[src/rtl/frame_pkg.sv]
// Shared constants and types for the text frame-buffer write path.
// Geometry, special character codes, write record and arbiter state.
package frame_pkg;

    localparam int COLS       = 40;
    localparam int ROWS       = 30;
    localparam int CHAR_W     = 6;
    localparam int CHAR_BLANK = 0;
    localparam int CHAR_ARROW = 37;

    typedef struct packed {
        logic [5:0]        x;
        logic [5:0]        y;
        logic [CHAR_W-1:0] ch;
    } frame_wr_t;

    typedef enum logic {
        ARB   = 1'b0,
        CLEAR = 1'b1
    } arb_state_t;

    // Index width for an n-entry selector, never narrower than one bit.
    function automatic int idx_w(input int n);
        return (n > 1) ? $clog2(n) : 1;
    endfunction

endpackage

[src/rtl/frame_write_arbiter_if.sv]
// Producer request bundle plus frame-buffer write port (FRAME_ARB_LOCK_EN adds req_lock).
// master = producers/frame memory side, slave = arbiter side.
interface frame_write_arbiter_if #(
    parameter int NREQ   = 3,
    parameter int CHAR_W = frame_pkg::CHAR_W
);
    logic [NREQ-1:0]        req_valid;
    logic [NREQ-1:0]        req_ready;
    logic [NREQ*6-1:0]      req_x;
    logic [NREQ*6-1:0]      req_y;
    logic [NREQ*CHAR_W-1:0] req_char;
`ifdef FRAME_ARB_LOCK_EN
    logic [NREQ-1:0]        req_lock;
`endif
    logic                   frame_we;
    logic [5:0]             frame_x;
    logic [5:0]             frame_y;
    logic [CHAR_W-1:0]      frame_char;

    modport master (
`ifdef FRAME_ARB_LOCK_EN
        output req_lock,
`endif
        output req_valid, req_x, req_y, req_char,
        input  req_ready, frame_we, frame_x, frame_y, frame_char
    );

    modport slave (
`ifdef FRAME_ARB_LOCK_EN
        input  req_lock,
`endif
        input  req_valid, req_x, req_y, req_char,
        output req_ready, frame_we, frame_x, frame_y, frame_char
    );
endinterface

[src/rtl/frame_write_arbiter_rr_arbiter.sv]
// Round-robin one-hot grant: search starts one past ptr and takes the first request.
// Latency: purely combinational. Backpressure: none, grant simply follows req.
module rr_arbiter #(
    parameter int NREQ = 3,
    parameter int PW   = frame_pkg::idx_w(NREQ)
) (
    input  logic [NREQ-1:0] req,
    input  logic [PW-1:0]   ptr,
    output logic [NREQ-1:0] gnt,
    output logic [PW-1:0]   gnt_idx,
    output logic            gnt_vld
);

    int idx;

    // Walk from farthest to nearest so the nearest valid request is written last.
    always_comb begin
        gnt     = '0;
        gnt_idx = '0;
        gnt_vld = 1'b0;
        idx     = 0;
        for (int k = NREQ; k >= 1; k--) begin
            idx = int'(ptr) + k;
            if (idx >= NREQ) idx = idx - NREQ;
            if (req[idx]) begin
                gnt      = '0;
                gnt[idx] = 1'b1;
                gnt_idx  = PW'(idx);
                gnt_vld  = 1'b1;
            end
        end
    end

endmodule

[src/rtl/frame_write_arbiter.sv]
// Shares the frame-buffer write port among NREQ producers (round-robin) with a clear sweep (FRAME_ARB_LOCK_EN: sticky grant).
// Latency: one cycle from handshake to frame_we. Backpressure: req_ready one-hot, zero while clearing or clear_req sampled.
module frame_write_arbiter #(
    parameter int NREQ   = 3,
    parameter int COLS   = frame_pkg::COLS,
    parameter int ROWS   = frame_pkg::ROWS,
    parameter int CHAR_W = frame_pkg::CHAR_W
) (
    input  logic                  clk,
    input  logic                  reset,
    frame_write_arbiter_if.slave  bus,
    input  logic                  clear_req,
    output logic                  clear_busy,
    output logic [2:0]            grant_id,
    output logic                  coord_err
);
    import frame_pkg::*;

    localparam int         PW   = idx_w(NREQ);
    localparam logic [5:0] XMAX = 6'(COLS - 1);
    localparam logic [5:0] YMAX = 6'(ROWS - 1);

    arb_state_t        state_q, state_d;
    logic [PW-1:0]     ptr_q;
    logic [5:0]        cx_q, cy_q;
    logic              clear_start, clear_last, arb_en;
    logic [NREQ-1:0]   rr_gnt, gnt_oh;
    logic [PW-1:0]     rr_idx, gnt_idx;
    logic              rr_vld, gnt_any, gnt_vld;
    logic [5:0]        sel_x, sel_y;
    logic [CHAR_W-1:0] sel_char;
    logic              sel_ok;
    logic              frame_we_q, coord_err_q;
    logic [5:0]        frame_x_q, frame_y_q;
    logic [CHAR_W-1:0] frame_char_q;
    logic [2:0]        grant_id_q;

    rr_arbiter #(.NREQ(NREQ), .PW(PW)) u_rr (
        .req     (bus.req_valid),
        .ptr     (ptr_q),
        .gnt     (rr_gnt),
        .gnt_idx (rr_idx),
        .gnt_vld (rr_vld)
    );

`ifdef FRAME_ARB_LOCK_EN
    logic granted_q, lock_hit;

    // ptr_q always holds the last granted index; granted_q says that grant was last cycle.
    assign lock_hit = granted_q & bus.req_lock[ptr_q] & bus.req_valid[ptr_q];
    assign gnt_oh   = lock_hit ? (NREQ'(1) << ptr_q) : rr_gnt;
    assign gnt_idx  = lock_hit ? ptr_q : rr_idx;
    assign gnt_any  = lock_hit | rr_vld;

    always_ff @(posedge clk) begin
        if (reset) granted_q <= 1'b0;
        else       granted_q <= gnt_vld;
    end
`else
    assign gnt_oh  = rr_gnt;
    assign gnt_idx = rr_idx;
    assign gnt_any = rr_vld;
`endif

    assign clear_start = (state_q == ARB) & clear_req;
    assign arb_en      = (state_q == ARB) & ~clear_req;
    assign gnt_vld     = arb_en & gnt_any;
    assign clear_last  = (cx_q == XMAX) & (cy_q == YMAX);

    always_ff @(posedge clk) begin
        if (reset) state_q <= ARB;
        else       state_q <= state_d;
    end

    always_comb begin
        state_d = state_q;
        case (state_q)
            ARB:     if (clear_req)  state_d = CLEAR;
            CLEAR:   if (clear_last) state_d = ARB;
            default: state_d = ARB;
        endcase
    end

    always_comb begin
        clear_busy    = (state_q == CLEAR);
        bus.req_ready = arb_en ? gnt_oh : '0;
    end

    always_comb begin
        sel_x    = '0;
        sel_y    = '0;
        sel_char = '0;
        for (int i = 0; i < NREQ; i++) begin
            if (gnt_oh[i]) begin
                sel_x    = bus.req_x[6*i +: 6];
                sel_y    = bus.req_y[6*i +: 6];
                sel_char = bus.req_char[CHAR_W*i +: CHAR_W];
            end
        end
        sel_ok = (sel_x <= XMAX) & (sel_y <= YMAX);
    end

    always_ff @(posedge clk) begin
        if (reset) begin
            ptr_q        <= PW'(NREQ - 1);
            grant_id_q   <= '0;
            frame_we_q   <= 1'b0;
            frame_x_q    <= '0;
            frame_y_q    <= '0;
            frame_char_q <= '0;
            coord_err_q  <= 1'b0;
            cx_q         <= '0;
            cy_q         <= '0;
        end else begin
            frame_we_q <= 1'b0;
            if (clear_start) begin
                cx_q <= '0;
                cy_q <= '0;
            end else if (state_q == CLEAR) begin
                frame_we_q   <= 1'b1;
                frame_x_q    <= cx_q;
                frame_y_q    <= cy_q;
                frame_char_q <= CHAR_W'(CHAR_BLANK);
                if (cx_q == XMAX) begin
                    cx_q <= '0;
                    cy_q <= (cy_q == YMAX) ? 6'd0 : cy_q + 6'd1;
                end else begin
                    cx_q <= cx_q + 6'd1;
                end
            end else if (gnt_vld) begin
                ptr_q      <= gnt_idx;
                grant_id_q <= 3'(gnt_idx);
                // Out-of-range cells are accepted from the producer but never written.
                if (sel_ok) begin
                    frame_we_q   <= 1'b1;
                    frame_x_q    <= sel_x;
                    frame_y_q    <= sel_y;
                    frame_char_q <= sel_char;
                end else begin
                    coord_err_q <= 1'b1;
                end
            end
        end
    end

    assign bus.frame_we   = frame_we_q;
    assign bus.frame_x    = frame_x_q;
    assign bus.frame_y    = frame_y_q;
    assign bus.frame_char = frame_char_q;
    assign grant_id       = grant_id_q;
    assign coord_err      = coord_err_q;

endmodule

[src/flat_wrapper.sv]
// flat-port wrapper written by rule: the top's interface ports become plain ports
module frame_write_arbiter_flat import frame_pkg::*;
#(
    parameter int NREQ   = 3,
    parameter int COLS   = frame_pkg::COLS,
    parameter int ROWS   = frame_pkg::ROWS,
    parameter int CHAR_W = frame_pkg::CHAR_W
)
  (clk, reset, clear_req, clear_busy, grant_id, coord_err, bus_req_valid, bus_req_x, bus_req_y, bus_req_char, bus_req_ready, bus_frame_we, bus_frame_x, bus_frame_y, bus_frame_char);
  frame_write_arbiter_if #(.NREQ(NREQ), .CHAR_W(CHAR_W)) bus_i ();
  input  logic clk;
  input  logic reset;
  input  logic clear_req;
  output logic clear_busy;
  output logic [2:0] grant_id;
  output logic coord_err;
  input wire logic [$bits(bus_i.req_valid)-1:0] bus_req_valid;
  input wire logic [$bits(bus_i.req_x)-1:0] bus_req_x;
  input wire logic [$bits(bus_i.req_y)-1:0] bus_req_y;
  input wire logic [$bits(bus_i.req_char)-1:0] bus_req_char;
  output wire logic [$bits(bus_i.req_ready)-1:0] bus_req_ready;
  output wire logic [$bits(bus_i.frame_we)-1:0] bus_frame_we;
  output wire logic [$bits(bus_i.frame_x)-1:0] bus_frame_x;
  output wire logic [$bits(bus_i.frame_y)-1:0] bus_frame_y;
  output wire logic [$bits(bus_i.frame_char)-1:0] bus_frame_char;
  assign bus_i.req_valid = bus_req_valid;
  assign bus_i.req_x = bus_req_x;
  assign bus_i.req_y = bus_req_y;
  assign bus_i.req_char = bus_req_char;
  assign bus_req_ready = bus_i.req_ready;
  assign bus_frame_we = bus_i.frame_we;
  assign bus_frame_x = bus_i.frame_x;
  assign bus_frame_y = bus_i.frame_y;
  assign bus_frame_char = bus_i.frame_char;
  frame_write_arbiter #(.NREQ(NREQ), .COLS(COLS), .ROWS(ROWS), .CHAR_W(CHAR_W)) u_core (.clk(clk), .reset(reset), .bus(bus_i), .clear_req(clear_req), .clear_busy(clear_busy), .grant_id(grant_id), .coord_err(coord_err));
endmodule
[config.mk]
export PLATFORM = sky130hd
export DESIGN_NAME = frame_write_arbiter_flat
export DESIGN_NICKNAME = d
export VERILOG_FILES = /design/src/rtl/frame_pkg.sv /design/src/rtl/frame_write_arbiter_if.sv /design/src/rtl/frame_write_arbiter_rr_arbiter.sv /design/src/rtl/frame_write_arbiter.sv /design/src/flat_wrapper.sv
export SDC_FILE = /design/constraint.sdc
export NUM_CORES = 1
export LEC_CHECK = 0
export ABC_AREA = 0
export BUFFER_PORTS_ARGS = -buffer_cell sky130_fd_sc_hd__clkbuf_2
export CAP_MARGIN = 40
export CORE_MARGIN = 2
export CORE_UTILIZATION = 46
export CTS_CLUSTER_SIZE = 24
export DETAILED_ROUTE_END_ITERATION = 8
export PLACE_DENSITY = 0.77
export SLEW_MARGIN = 20
export SYNTH_ARGS = -nofsm -noshare
export SYNTH_HDL_FRONTEND = slang
export SYNTH_HIERARCHICAL = 1
export SYNTH_SLANG_ARGS = --single-unit
[constraint.sdc]
create_clock -name clk -period 3.1 [get_ports clk]
set_clock_uncertainty 0.1 [all_clocks]
set_input_delay 0.775 -clock clk [delete_from_list [all_inputs] [get_ports clk]]
set_output_delay 0.775 -clock clk [all_outputs]
set_load 0.01 [all_outputs]
* Word level (Yosys, flattened, before mapping) *
Index checks and enable logic that the tools add are counted.

cells by class
  reduce and logical (&&, ||, !) cells = 10
  add/subtract/negate cells = 8
  bitwise logic cells = 9
  muxes and demuxes = 54
  equal/unequal tests = 2
  order comparisons = 11

operator list
  operator                 number
  $mux W6                  20
  $ge A32 B1 Y1 const B    3
  $lt A32 B4 Y1 const B    3
  $mux W32                 3
  $ge A32 B3 Y1 const B    1
  $sub A32 B3 Y32 const B  1
  $mux W1                  17
  $add A6 B1 Y6 const B    2
  $mux W3                  4
  $sub A3 B2 Y4 const B    2
  $add A2 B2 Y3 const B    2
  $bmux W1 S2              3
  $demux W1 S2             3
  $eq A6 B5 Y1 const B     1
  $eq A6 B6 Y1 const B     1
  $ge A3 B2 Y1 const B     2
  $le A6 B5 Y1 const B     1
  $le A6 B6 Y1 const B     1
  $mux W2                  3
  $reduce_and A3 Y1        2
  $and A1 B1 Y1            5
  $not A1 Y1               4
  $reduce_and A4 Y1        1
  $reduce_bool A2 Y1       2
  5 further kinds          7

storage, ports and cells
  register bits = 37
  output and inout bits = 27
  input port bits = 60
  word-level logic and storage cells = 104

* Logic depth before layout (Yosys ltp) *
  depth after elaboration = 18
  gate-level depth with buffers = 17
  mapped depth without buffers = 11

* By module *
The synthesis kept the hierarchy.

by module, submodules not included
  module               seq. area each (sq um)  cells an instance  area an instance (sq um)  instances
  frame_write_arbiter  720.7                   267                2140.8                    1
  rr_arbiter           0.0                     59                 451.7                     1

* Worst setup path after synthesis *
OpenSTA, ideal clock, no wires.

  kind = register to register
  start point = reg u_core.ptr_q[0]
  end point = reg u_core.frame_x_q[5], in the netlist u_core/bus.frame_x[5]
  buffers on the path = 4
  stages on the path, launching flop included = 16
  setup time = 0.119 ns
  clock period less this slack = 3.297 ns
  slack = -0.197 ns
  arrival time = 3.078 ns
  required time = 2.881 ns
  path through = dfxtp_1 > buf_2 > inv_1 > ha_1 > mux2_4 > a22oi_2 > o311ai_1 > a21o_1 > buf_6 > nand3b_1 > o2bb2ai_2 > or4_4 > buf_6 > buf_6 > a31oi_1 > o21ai_1

between the ends
  elaborated cells between the ends (all ways) = 58
  classes of those cells = 6 x add/sub; 11 x order compare; 33 x mux; 2 x bitwise; 6 x reduce/logical

RTL lines
  item                                                                         RTL line                              text
  from (decl)                                                                  frame_write_arbiter.sv:24             logic [PW-1:0] ptr_q;
  from (signal assigned)                                                       frame_write_arbiter.sv:105            ptr_q <= PW'(NREQ - 1);
  from (signal assigned)                                                       frame_write_arbiter.sv:131            ptr_q <= gnt_idx;
  $add A2 B2 Y3                                                                frame_write_arbiter_rr_arbiter.sv:23  idx = int'(ptr) + k;
  $sub A32 B3 Y32 / $ge A32 B3 Y1 (equally long branches)                      frame_write_arbiter_rr_arbiter.sv:24  if (idx >= NREQ) idx = idx - NREQ;
  $mux W32                                                                     frame_write_arbiter_rr_arbiter.sv:24
  $ge A32 B1 Y1 (implied by the code) / $lt A32 B4 Y1 (equally long branches)  frame_write_arbiter_rr_arbiter.sv:27  gnt[idx] = 1'b1;
  $logic_and A1 B1 Y1 (implied by the code)                                    frame_write_arbiter_rr_arbiter.sv:27
  $mux W1 (implied by the code)                                                frame_write_arbiter_rr_arbiter.sv:27
  $demux W1 S2                                                                 frame_write_arbiter_rr_arbiter.sv:27
  $mux W3 (2 in series)                                                        frame_write_arbiter_rr_arbiter.sv:25  if (req[idx]) begin
  $mux W3 (*)                                                                  frame_write_arbiter_rr_arbiter.sv:25
  via u_core.gnt_oh[1]                                                         frame_write_arbiter.sv:27             logic [NREQ-1:0] rr_gnt, gnt_oh;
  $mux W6 (2 in series)                                                        frame_write_arbiter.sv:94             if (gnt_oh[i]) begin
  $le A6 B6 Y1 / $le A6 B5 Y1 (equally long branches)                          frame_write_arbiter.sv:100            sel_ok = (sel_x <= XMAX) & (sel_y <= YMAX);
  $and A1 B1 Y1                                                                frame_write_arbiter.sv:100
  $reduce_bool A2 Y1 (no line)                                                 n/a
  $reduce_and A3 Y1 (no line)                                                  n/a
  to (signal assigned)                                                         frame_write_arbiter.sv:121            frame_x_q <= cx_q;
  to (signal assigned)                                                         frame_write_arbiter.sv:136            frame_x_q <= sel_x;
  to (decl)                                                                    frame_write_arbiter.sv:34             logic [5:0] frame_x_q, frame_y_q;

The timed path passes the listed nets; every way through them passes the cells marked *. The select of a mux whose other input is x is not followed.
A chain may end at the register's enable or synchronous reset.

* Worst setup path in the final report *
  start point = reg u_core.ptr_q[0]
  end point = reg u_core.frame_x_q[5], in the netlist u_core/bus.frame_x[5]

between the ends
  cells in the longest elaborated chain, start to end = 17
  elaborated cells between the ends (all ways) = 58
  classes of those cells = 6 x add/sub; 11 x order compare; 33 x mux; 2 x bitwise; 6 x reduce/logical

ends and longest elaborated chain
  item                                                                         RTL line
  $add A2 B2 Y3                                                                frame_write_arbiter_rr_arbiter.sv:23
  $sub A32 B3 Y32 / $ge A32 B3 Y1 (equally long branches)                      frame_write_arbiter_rr_arbiter.sv:24
  $mux W32                                                                     frame_write_arbiter_rr_arbiter.sv:24
  $ge A32 B1 Y1 (implied by the code) / $lt A32 B4 Y1 (equally long branches)  frame_write_arbiter_rr_arbiter.sv:27
  $logic_and A1 B1 Y1 (implied by the code)                                    frame_write_arbiter_rr_arbiter.sv:27
  $mux W1 (implied by the code)                                                frame_write_arbiter_rr_arbiter.sv:27
  $demux W1 S2                                                                 frame_write_arbiter_rr_arbiter.sv:27
  $mux W3 (2 in series)                                                        frame_write_arbiter_rr_arbiter.sv:25
  $mux W3 (*)                                                                  frame_write_arbiter_rr_arbiter.sv:25
  via u_core.gnt_oh[0]                                                         frame_write_arbiter.sv:27
  $mux W6 (3 in series)                                                        frame_write_arbiter.sv:94
  $le A6 B6 Y1 / $le A6 B5 Y1 (equally long branches)                          frame_write_arbiter.sv:100
  $and A1 B1 Y1                                                                frame_write_arbiter.sv:100
  $reduce_bool A2 Y1 (no line)                                                 n/a
  $reduce_and A3 Y1 (no line)                                                  n/a

Marks and branches as above.

==> impl_metrics.json <==
{
  "failed_checks": "negative setup slack",
  "whs_ns": 0.388,
  "cellLeakagePower_nw": 1.64,
  "synth_compound_area_share_pct": 29.3,
  "drt_iter0_drc": 292,
  "worst_ep_required_time_ns": 3.18,
  "finalHoldViolations": 0,
  "drt.antenna.violating_nets": 0,
  "dr_wl_met3_um": 619,
  "drc": 0,
  "multi_input_area_mm2": 0.00194,
  "synth-seq-cells": 36,
  "post_drt_wl_per_cell_um": 17.5,
  "crit_path_end_kind": "flop",
  "syn_nets": 394,
  "grt_max_degree": 19,
  "io_buffers": 85,
  "cts_buffers": 5,
  "final_cell_mix": "clkbuf_2 (82), buf_4 (42), nand2_1 (34), dfxtp_1 (34), nor2_1 (26)",
  "clk_path_buf_depth": 2,
  "synth_top_family_by_area": "compound AO/OA/AOI/OAI gates",
  "clk_pin_slew_worst_paths_ns": 0.07,
  "criticalPathCategory": "reg -> reg",
  "num_rows": 27,
  "grt_overflow": 0,
  "cts_tree": "yes",
  "die-area_mm2": 0.00625,
  "synth_edf_count": 0,
  "die_y_um": 79.1,
  "worst-r2r-setup-slack_ns": -0.09,
  "critPathLaunchType": "flop",
  "place_congestion": 0.850,
  "routed_wl_um": 9200,
  "maxCapViolCount": 0,
  "synth_ff_type": "dfxtp_1",
  "synthCells": 326,
  "place_ws_ns": -0.168,
  "synthAdderAreaFrac_pct": 3.86,
  "grt_pass1_wl_um": 12600,
  "start_util_pct": 47.4,
  "core_mm2": 0.00547,
  "dpl_cell_area_mm2": 0.00331,
  "min_path_type": "reg -> reg",
  "relSlewSlack_pct": 52.5,
  "setup_viol": 7,
  "synth_xor_xnor_area_share_pct": 3.04,
  "n_fill_cell": 413,
  "grt_pass1_vias": 2778,
  "synthesis.area_mm2": 0.00259,
  "period_share_pct": 103,
  "yosysTopAreaCell": "dfxtp_1",
  "area_growth_pct": 51.6,
  "post-dp-hpwl_um": 5740,
  "drv_slew": 0,
  "insertedDiodeCount": 0,
  "ctsHtreeMaxLevel": 2,
  "drive_above_1_share_pct": 45.1,
  "fmax_mhz": 314,
  "synth_top_area_share_pct": 27.8,
  "syn_area_per_cell_um2": 7.95,
  "clk_latency_ns": 0.29,
  "final_cell_area_mm2": 0.00393,
  "cp_max_fo": 12,
  "cts.sinks": 36,
  "synthMuxAreaShare_pct": 1.93,
  "grt_antenna_before_repair": 0,
  "worst_pin_slew_ns": 0.709,
  "die_w_um": 79.1,
  "met1_length_um": 3740,
  "worstPathArrival_ns": 3.26,
  "drtPass1Iterations": 5,
  "seq_area_frac_synth_pct": 27.8,
  "ir_worst_vdd_v": 0.000310,
  "vias": 3171,
  "ys_types": 60,
  "rsz0062_at_grt": "yes",
  "ff_latch_area_um2": 726,
  "highest_layer": "met4",
  "grt_usage_pct": 24.9,
  "async_reset_ff_share_pct": 0,
  "vias_per_cell": 6.02,
  "min_period_ns": 3.19,
  "layout.nets": 522,
  "status": "finished, violations left",
  "yosys_warnings": 6,
  "synthTopCellsByArea": "dfxtp_1 (28%), a21oi_1 (5.2%), nand2_1 (4.9%), nor2_1 (3.9%), ha_1 (3.9%)",
  "wl_met2_um": 4570,
  "cellPowerDensity_mw_per_mm2": 528,
  "layout_commonest_cell": "clkbuf_2",
  "synth-simple-area-share_pct": 25.8,
  "cts.hold.buffers_added": 0,
  "clock-root-buffer": "clkbuf_8",
  "pin_count": 87,
  "fin_ws_ns": -0.0888
}
## report_power, final
part	switching, mW	leakage, nW	internal, mW
Clock	0.160	0.0455	0.181
Combinational	0.616	1.30	0.607
Sequential	0.0221	0.292	0.488
## final timing paths
check	from	to	cells after the start
hold / removal	u_core/bus.frame_y[5]	u_core/bus.frame_y[5]	2
setup / recovery	u_core/ptr_q[0]	u_core/bus.frame_x[5]	14
setup reg to reg	u_core/ptr_q[0]	u_core/bus.frame_x[5]	14
hold reg to reg	u_core/bus.frame_y[5]	u_core/bus.frame_y[5]	2
## cell families (layout without fill, tap and decap cells)
family,count (synthesis),count (layout)
adders and majority gates,8,8
other,1,1
xor gates and xnor gates,9,9
DFF,36,36
AOI/OAI and AO/OA,105,106
muxes,4,4
and+or+nand+nor,125,127
buffers and inverters,38,164
## through the flow
stage	utilization [%]	std cells	total power [mW]	TNS, ns
2_1_floorplan	-	326	1.05	-0.114
3_3_place_gp	60.4	497	1.34	-1.89
3_5_place_dp	60.4	497	1.35	-2.54
4_1_cts	63.6	509	1.73	-0.000475
5_1_grt	71.8	527	2.16	-1.88
6_report	71.8	527	2.07	-0.360
## worst max-delay path: stages (launching register included)
cell	delay [ns]
dfxtp_4	0.36
buf_12	0.15
ha_4	0.16
mux2_4	0.31
a21oi_4	0.24
nor2_1	0.09
a31oi_1	0.16
buf_4	0.17
buf_6	0.10
nand3b_1	0.13
o2bb2ai_4	0.17
buf_6	0.13
or4_4	0.48
a31oi_1	0.21
o21ai_1	0.10
## synthesized netlist by cell type, types with 2 or more instances
master / number
o41ai_1: 2
xnor2_1: 6
dfxtp_1: 36
nor2b_1: 7
nor3_1: 8
nand3b_1: 9
a221o_1: 7
buf_4: 5
nand2_1: 34
a2bb2oi_1: 3
mux2i_1: 2
o311ai_1: 2
nand3_1: 10
o21ai_0: 11
clkbuf_1: 10
mux2_4: 2
inv_1: 8
o21ai_1: 2
nand4_1: 12
nor3b_1: 3
o31ai_1: 7
buf_6: 5
and2_1: 3
o2bb2ai_1: 3
nor2_1: 27
nor3b_2: 3
a221oi_1: 5
ha_1: 8
buf_2: 8
a21o_1: 2
a21oi_1: 27
a31o_1: 3
a31oi_1: 11
a22oi_1: 7
xor2_1: 3
## final cells by class
cell class                      instances  share of cell area, %
Tap cell                               72                   2.29
Clock buffer                            8                   2.29
Sequential cell                        36                   18.5
Multi-Input combinational cell        255                   49.4
Inverter                               10                   1.21
Timing Repair Buffer                  146                   26.3
## sequential cells by signal, indices dropped and copies added (netlist names)
register               cells
u_core/bus.frame_char      6
u_core/bus.frame_x         6
u_core/bus.frame_y         6
u_core/cx_q                6
u_core/cy_q                6
u_core/ptr_q               2
u_core/bus.frame_we        1
u_core/clear_busy          1
u_core/coord_err           1
u_core/grant_id            1
## layer usage
| metal | up-vias | track usage [%] |
|---|---|---|
| li1 | 1467 | - |
| met4 | 0 | 6.90 |
| met3 | 28 | 4.43 |
| met1 | 1519 | 31.5 |
| met2 | 157 | 43.3 |
| met5 | - | 0 |
## timing repair
| action | in CTS | in global routing |
|---|---|---|
| pin swaps | 1 | 25 |
| gates cloned | 0 | 5 |
| endpoints found under the setup margin | 15 | 23 |
| setup buffers | 4 | 15 |
| gates resized for setup | 13 | 52 |
(Power assumes the default switching activity.)
